### src/rtl/usr_serializer_ctrl_pkg.sv
// Shared definitions for the universal shift register and its serializer
// controller: the register mode encoding and the controller state type.
package usr_serializer_ctrl_pkg;

  localparam logic [1:0] MODE_HOLD = 2'b00;
  localparam logic [1:0] MODE_SHR  = 2'b01;
  localparam logic [1:0] MODE_SHL  = 2'b10;
  localparam logic [1:0] MODE_LOAD = 2'b11;

  typedef enum logic [1:0] {
    ST_IDLE  = 2'd0,
    ST_LOAD  = 2'd1,
    ST_SHIFT = 2'd2,
    ST_GAP   = 2'd3
  } state_e;

endpackage

### src/rtl/usr_serializer_ctrl.sv
// Parallel-to-serial sequencing controller for an external universal shift
// register. Accepts a word over valid/ready, parallel-loads it into the
// register, then drives WIDTH shift cycles and presents the outgoing end bit
// as a qualified serial stream, optionally followed by GAP_CYCLES idle cycles.
//
// Ports:
//   clk, rst             clock, asynchronous active-high reset
//   in_valid/in_ready    word handshake; in_data word, msb_first direction
//   flush                synchronous abort of the word in flight
//   sr_mode, sr_din      mode and parallel-load data to the register
//   sr_dout              register contents (end bits feed ser_bit)
//   ser_bit, ser_valid   serial output and its qualifier
//   busy, done           word in flight; pulse with the last bit
//
// state    | meaning
// ST_IDLE  | ready for a word, register held
// ST_LOAD  | register loads sr_din this cycle
// ST_SHIFT | one bit out per cycle, WIDTH cycles
// ST_GAP   | GAP_CYCLES idle cycles before the next word
module usr_serializer_ctrl
  import usr_serializer_ctrl_pkg::*;
#(
  parameter int WIDTH      = 4,
  parameter int GAP_CYCLES = 0
) (
  input  logic             clk,
  input  logic             rst,
  input  logic             in_valid,
  output logic             in_ready,
  input  logic [WIDTH-1:0] in_data,
  input  logic             msb_first,
  input  logic             flush,
  output logic [1:0]       sr_mode,
  output logic [WIDTH-1:0] sr_din,
  input  logic [WIDTH-1:0] sr_dout,
  output logic             ser_bit,
  output logic             ser_valid,
  output logic             busy,
  output logic             done
);

  localparam int CW = $clog2(WIDTH) + 1;
  localparam logic [CW-1:0] CNT_LAST = CW'(WIDTH - 1);
  // Gap counter counts down to zero; it is preloaded with GAP_CYCLES-1 so that
  // the GAP state lasts exactly GAP_CYCLES cycles.
  localparam logic [3:0] GAP_LOAD = (GAP_CYCLES > 0) ? 4'(GAP_CYCLES - 1) : 4'd0;

  state_e           state_q, state_d;
  logic [CW-1:0]    cnt_q, cnt_d;
  logic [3:0]       gap_q, gap_d;
  logic [WIDTH-1:0] din_q, din_d;
  logic             dir_q, dir_d;
  logic             unused_dout;

  // Only the two end bits of the register are observed.
  assign unused_dout = ^sr_dout;

  always_ff @(posedge clk or posedge rst) begin
    if (rst) begin
      state_q <= ST_IDLE;
      cnt_q   <= '0;
      gap_q   <= '0;
      din_q   <= '0;
      dir_q   <= 1'b1;
    end else begin
      state_q <= state_d;
      cnt_q   <= cnt_d;
      gap_q   <= gap_d;
      din_q   <= din_d;
      dir_q   <= dir_d;
    end
  end

  always_comb begin
    state_d = state_q;
    cnt_d   = cnt_q;
    gap_d   = gap_q;
    din_d   = din_q;
    dir_d   = dir_q;
    case (state_q)
      ST_IDLE: begin
        if (in_valid) begin
          din_d   = in_data;
          dir_d   = msb_first;
          state_d = ST_LOAD;
        end
      end
      ST_LOAD: begin
        cnt_d   = '0;
        state_d = ST_SHIFT;
      end
      ST_SHIFT: begin
        cnt_d = cnt_q + 1'b1;
        if (cnt_q == CNT_LAST) begin
          cnt_d = '0;
          if (GAP_CYCLES > 0) begin
            gap_d   = GAP_LOAD;
            state_d = ST_GAP;
          end else begin
            state_d = ST_IDLE;
          end
        end
      end
      ST_GAP: begin
        if (gap_q == 4'd0) begin
          state_d = ST_IDLE;
        end else begin
          gap_d = gap_q - 1'b1;
        end
      end
      default: state_d = ST_IDLE;
    endcase
    // Flush in IDLE is ignored so a simultaneous acceptance still goes through.
    if (flush && (state_q != ST_IDLE)) begin
      state_d = ST_IDLE;
      cnt_d   = '0;
      gap_d   = '0;
    end
  end

  always_comb begin
    sr_mode = MODE_HOLD;
    case (state_q)
      ST_LOAD:  sr_mode = MODE_LOAD;
      ST_SHIFT: sr_mode = dir_q ? MODE_SHL : MODE_SHR;
      default:  sr_mode = MODE_HOLD;
    endcase
  end

  assign sr_din    = din_q;
  assign in_ready  = (state_q == ST_IDLE);
  assign busy      = (state_q != ST_IDLE);
  assign ser_valid = (state_q == ST_SHIFT);
  assign ser_bit   = dir_q ? sr_dout[WIDTH-1] : sr_dout[0];
  // Decoded from the count alone, so a flush on the last bit still reports done.
  assign done      = (state_q == ST_SHIFT) && (cnt_q == CNT_LAST);

endmodule

### config.mk
export PLATFORM = sky130hd
export DESIGN_NAME = usr_serializer_ctrl
export DESIGN_NICKNAME = d
export VERILOG_FILES = /design/src/rtl/usr_serializer_ctrl_pkg.sv /design/src/rtl/usr_serializer_ctrl.sv
export SDC_FILE = /design/constraint.sdc
export NUM_CORES = 1
export LEC_CHECK = 0
export ABC_AREA = 0
export CORE_MARGIN = 5
export CORE_UTILIZATION = 45
export DETAILED_ROUTE_END_ITERATION = 10
export GPL_TIMING_DRIVEN = 0
export PLACE_DENSITY_LB_ADDON = 0.2
export REMOVE_ABC_BUFFERS = 1
export SYNTH_ARGS = -nofsm -noshare
export SYNTH_HDL_FRONTEND = slang
export SYNTH_SLANG_ARGS = --single-unit
### constraint.sdc
create_clock -name clk -period 1.9 [get_ports clk]
set_input_delay 0.38 -clock clk [delete_from_list [all_inputs] [get_ports clk]]
set_output_delay 0.38 -clock clk [all_outputs]
set_load 0.02 [all_outputs]
==> run summary, run 1 <==
GR Util All Layers: 0.141
Commonest non-fill, non-tap cells in the layout: clkdlybuf4s50_1 (14), dfrtp_1 (12), mux2_2 (7)
DIE HEIGHT: 52.5 um
Critical path's largest stage delay: 0.42 ns
Clock transition at the registers of the reported paths: 0.08 ns
ANT cells: 0
Fin crit share: 0.976
CP Launch Point: state_q[1]
Worst-Skew Late Latency: 0.28 ns
Dominant cell type by area after synthesis: dfrtp_1
Buf+Inv Stages, Crit Path: 3
Via density: 5.01
Worst vdd ir: 0.740 mV
Layout Cells excl Fill: 126
Fmax: 0.540 GHz
Initial antenna violation count: 0
Routed WL: 1630 um
P&R area growth vs syn: 35.5%
Worst Clk Skew: 0.00733 ns
Unrepaired setup endpoints after global routing: yes
Longest Clk Path Bufs: 2
FP Rows: 15
Initial Utilization: 0.472
Crit path launch type: register
Share of the synthesized area in the top cell type: 0.399
FF-to-FF setup slack: 0.14 ns
WP data required: 1.52 ns
Final setup vio count: 0
Htree depth: 1
CTS buffer count: 3
CP endpoint kind: output port
TNS Setup: 0 ns
Clk root buf: clkbuf_4
Port bufs: 21
Netlist area before placement: 815 um^2
FILL cells: 153
Starting DRT DRC Count: 13
Min cycle time layout: 1.85 ns
DR WL/cell: 12.9 um
Pre-CTS setup slack: -0.348 ns
Worst R2R End: cnt_q[0]
MaxCap Viol Count: 0
First-pass GRT wire length: 2810 um
Inst Count DP: 118
WP depth: 4
Commonest non-fill, non-tap cell in the layout: clkdlybuf4s50_1
CP Class: reg -> out
Final Hold Vio Count: 0
1st-pass router iterations: 4
Share of cells above drive strength 1: 0.267
Hold_buf cts: 0
Worst rel slew slack: 0.597
DP HPWL: 1280 um
Delay-heaviest family, CP: buffers and inverters
Seq/Total Area, Yosys: 0.432
Fin. max-slew vios: 0
DRC: 0
Vias: 631
Synth Area per Inst: 11.0 um^2
Die span in x: 52.5 um
Netlist cell types: 31
Critical Path Most Common Cell: buf_4
R2R Path Start: state_q[0]
Crit path max-delay cell type: dfrtp_1
Worst EP arrival: 1.47 ns
Crit Path Max Fanout: 6
Critical Path Sink: ser_valid
Critical path, cell by cell: buf_4, ha_4, buf_4, dlygate4sd2_1
Top cells by area, synth: dfrtp_1 (40%), ha_1 (11%), mux2_2 (9.7%)
Number of synthesized register bits: 14
Mapped Cells: 74
Antenna Nets Post-Route: 0
Core area: 0.00173 mm^2
Total grt overflow: 0
Worst-margin pin slew: 0.603 ns
Finished Core Util: 0.639
Net count, final: 122
LEAKAGE: 0.495 nW
GPL Wtd Cong: 0.750
Final WS setup: 0.0465 ns
CTS Sinks: 14
Die ar.: 0.00276 mm^2
Reg2reg path depth: 5
Vias in the first global route: 642
Synth warn: 0
Worst hold path class: in -> async
Pwr dens: 1610 mW/mm^2
CTS tree: done
Outcome: completed
Ports: 24
Largest net degree at the start of global routing: 15
-- kinds of logic (layout without fill, tap and decap cells) --
group | after synthesis | count (layout) | synth area share
and+or+nand+nor | 19 | 19 | 0.118
DFF | 14 | 14 | 0.432
muxes | 7 | 7 | 0.0968
adders and majority gates | 7 | 7 | 0.108
AOI/OAI and AO/OA | 14 | 14 | 0.158
buffers and inverters | 10 | 37 | 0.0553
xor gates and xnor gates | 3 | 3 | 0.0323
-- how the worst min path moves through the flow --
| stage | to |
|---|---|
| 2_1_floorplan | cnt_q[0] |
| 3_3_place_gp | cnt_q[2] |
| 3_5_place_dp | cnt_q[2] |
| 4_1_cts | state_q[1] |
| 5_1_grt | state_q[1] |
| 6_report | state_q[1] |
-- final cells by class --
type	count	area, um^2	share of cell area
timing repair buffer	25	228	0.206
multi-input combinational	50	435	0.395
clock buffer	4	26.3	0.0238
tap	25	31.3	0.0283
inverter	8	30.0	0.0272
sequential	14	353	0.320
-- flip-flops by register name, summed over array words and instances (netlist names) --
name / cells
cnt_q: 3
dir_q: 1
state_q: 2
sr_din: 4
gap_q: 4
-- per-layer routing --
| layer | track usage | vias up | part of all wire |
|---|---|---|---|
| li1 | - | 310 | - |
| met1 | 0.152 | 303 | 0.37 |
| met2 | 0.242 | 14 | 0.56 |
| met3 | 0.0684 | 4 | 0.056 |
| met4 | 0.0383 | 0 | 0.013 |
| met5 | 0 | - | 0 |
-- repair_timing --
action                                  in CTS  in global routing
pin swaps                                    0                  2
setup buffers                                0                  4
endpoints found under the setup margin       7                  5
gates resized for setup                     21                  6
hold endpoints to repair                     0                  0
-- synthesized netlist by cell type --
| master | n |
|---|---|
| a21boi_0 | 1 |
| a21oi_1 | 2 |
| a22o_1 | 1 |
| a22oi_4 | 1 |
| a311oi_1 | 1 |
| a32o_1 | 1 |
| and2_1 | 1 |
| buf_6 | 1 |
| clkbuf_1 | 1 |
| dfrtp_1 | 13 |
| dfstp_2 | 1 |
| ha_1 | 7 |
| inv_1 | 8 |
| mux2_2 | 7 |
| nand2_1 | 4 |
| nand2b_1 | 1 |
| nand3_1 | 2 |
| nand3b_1 | 1 |
| nor2_1 | 4 |
| nor2b_1 | 2 |
| nor3_1 | 3 |
| o211a_1 | 1 |
| o211ai_1 | 1 |
| o21a_1 | 1 |
| o21ai_0 | 1 |
| o21ai_1 | 1 |
| o221a_2 | 1 |
| o32ai_2 | 1 |
| or3b_1 | 1 |
| xnor2_1 | 1 |
| xor2_1 | 2 |
-- worst register-to-register path: stages (launching register included) --
cell and delay, ns:
dfrtp_2 0.43, inv_2 0.07, ha_2 0.21, nor2b_1 0.49
nor3_1 0.16, mux2_2 0.29
-- report_power, final --
| part | total (mW) | switching, mW | internal (mW) |
|---|---|---|---|
| Sequential | 0.528 | 0.0933 | 0.435 |
| Clock | 0.175 | 0.0931 | 0.0815 |
| Combinational | 1.07 | 0.559 | 0.510 |
-- stage by stage --
step	area [um^2]	hold slack, ns	power [mW]
floorplan	800	0.269	1.21
global placement	1040	0.461	1.54
detailed placement	1040	0.471	1.57
CTS	1060	0.448	1.73
global route	1100	0.470	1.94
finish	1100	0.431	1.77
No activity file was read; power rests on OpenSTA's default activity.
==> inputs of run 2 (changes only) <==
Clock period 1.9 ns to 1.8 ns, I/O delays scaled along.
==> run summary, run 2 (same netlist as run 1, synthesis figures left out) <==
Worst hold path class: in -> async
FF-to-FF setup slack: 0.14 ns (about the same)
Sw frac: 0.415 (-0.00621)
CP Class: reg -> out
Initial antenna violation count: 0 (unchanged)
Finished Core Util: 0.649 (+0.0101)
Worst-margin pin slew: 0.519 ns (-0.0838 ns)
First-pass GRT wire length: 2810 um (unchanged)
Crit path launch type: register
Longest Clk Path Bufs: 2 (unchanged)
Ports: 24 (unchanged)
Hold_buf cts: 0 (unchanged)
Commonest non-fill, non-tap cell in the layout: clkdlybuf4s50_1
CP Launch Point: state_q[0]
GPL Wtd Cong: 0.750 (unchanged)
Clk root buf: clkbuf_4
Critical path's largest stage delay: 0.46 ns (+0.04 ns)
Largest net degree at the start of global routing: 15 (unchanged)
P_sw: 816 uW (+9.4%)
TNS Setup: -0.0233 ns (-0.0233 ns)
LEAKAGE: 0.494 nW (-0.23%)
Fin. max-slew vios: 0 (unchanged)
Critical path, cell by cell: inv_2, ha_4, inv_2, o21ai_2, and2_4, buf_6
Vias in the first global route: 642 (unchanged)
Htree depth: 1 (unchanged)
Delay-heaviest family, CP: flip-flops
Worst vdd ir: 0.816 mV (+10%)
Fin crit share: 1.01
Via density: 5.04 (+0.63%)
FP Rows: 15 (unchanged)
Final Hold Vio Count: 0 (unchanged)
CP endpoint kind: output port
WP data required: 1.44 ns (-0.08 ns)
ANT cells: 0 (unchanged)
Gate power share: 0.621 (+0.018)
Worst EP arrival: 1.46 ns (about the same)
DP HPWL: 1280 um (unchanged)
CTS buffer count: 3 (unchanged)
Worst Clk Skew: 0.00704 ns (-0.000290 ns)
Failing checks: negative setup slack
Outcome: finished, violations left
DRC: 0 (unchanged)
Final setup vio count: 1 (+1)
Die span in x: 52.5 um (unchanged)
Clock transition at the registers of the reported paths: 0.08 ns (about the same)
Starting DRT DRC Count: 7 (-6)
Crit path max-delay cell type: dfrtp_2
Unrepaired setup endpoints after global routing: yes
FILL cells: 152 (-0.65%)
Routed WL: 1710 um (+4.9%)
Net count, final: 123 (+0.82%)
1st-pass router iterations: 4 (unchanged)
Layout Cells excl Fill: 127 (+0.79%)
Share of cells above drive strength 1: 0.373 (+0.105)
CTS Sinks: 14 (unchanged)
CTS tree: done
Fmax: 0.548 GHz
Min cycle time layout: 1.82 ns
Total chip power: 1.97 mW (+11%)
Pwr dens: 1760 mW/mm^2 (+9.3%)
Worst R2R End: state_q[0]
Critical Path Most Common Cell: inv_2
MaxCap Viol Count: 0 (unchanged)
Worst rel slew slack: 0.654 (+0.0563)
Commonest non-fill, non-tap cells in the layout: clkdlybuf4s50_1 (14), dfrtp_1 (12), mux2_2 (7)
Final WS setup: -0.0233 ns (-0.0698 ns)
Port bufs: 21 (unchanged)
Int Pwr: 1.15 mW (+12%)
Power share of the clock group: 0.094 (-0.005)
DR WL/cell: 13.4 um (+4.0%)
P&R area growth vs syn: 37.6%
Worst-Skew Late Latency: 0.28 ns (about the same)
Crit Path Max Fanout: 6 (unchanged)
Reg2reg path depth: 6 (+1)
Worst hold slack: 0.409 ns (-0.0215 ns)
R2R Path Start: gap_q[0]
Die ar.: 0.00276 mm^2 (unchanged)
Core area: 0.00173 mm^2 (unchanged)
Inst Count DP: 118 (unchanged)
Antenna Nets Post-Route: 0 (unchanged)
GR Util All Layers: 0.141 (unchanged)
Vias: 640 (+1.4%)
Initial Utilization: 0.472 (unchanged)
Buf+Inv Stages, Crit Path: 3 (unchanged)
Total grt overflow: 0 (unchanged)
Seq pwr share: 0.284 (-0.014)
DIE HEIGHT: 52.5 um (unchanged)
[run 2: worst max-delay path by stage]
stage | depth (start not counted) | slack [ns] | to
floorplan | 5 | 0.07 | sr_mode[0]
global placement | 6 | -0.40 | sr_mode[0]
detailed placement | 6 | -0.43 | sr_mode[0]
CTS | 6 | -0.07 | sr_mode[0]
global route | 6 | -0.09 | sr_mode[0]
finish | 6 | -0.02 | sr_mode[0]
[run 2: final cells by class]
cell class	instances	area, um^2	area share
Sequential cell	14	353	0.315
Inverter	8	30.0	0.0268
Tap cell	25	31.3	0.0279
Timing Repair Buffer	26	234	0.209
Multi-Input combinational cell	50	447	0.398
Clock buffer	4	26.3	0.0234
[run 2: timing repair]
action	in CTS	in global routing
buffers inserted	0	5
hold endpoints to repair	0	0
gates resized for setup	31	11
endpoints found under the setup margin	9	7
pin swaps	0	2
[run 2: per-layer routing]
layer | share of wire | track usage | wire [um]
met1 | 0.38 | 0.152 | 642
met2 | 0.57 | 0.242 | 965
met3 | 0.045 | 0.0684 | 77
met4 | 0.012 | 0.0383 | 20
met5 | 0 | 0 | 0
[run 2: power by group through the flow]
stage	logic, mW	registers (mW)	clock network (mW)
2_1_floorplan	0.683	0.597	0
3_3_place_gp	1.07	0.556	0
3_5_place_dp	1.10	0.561	0
4_1_cts	1.11	0.562	0.193
5_1_grt	1.35	0.580	0.209
6_report	1.22	0.559	0.186
[run 2: through the flow]
step | instance area (um^2) | setup slack (ns)
2_1_floorplan | 800 | 0.0696
3_3_place_gp | 1040 | -0.397
3_5_place_dp | 1040 | -0.428
4_1_cts | 1080 | -0.0706
5_1_grt | 1120 | -0.0876
6_report | 1120 | -0.0233
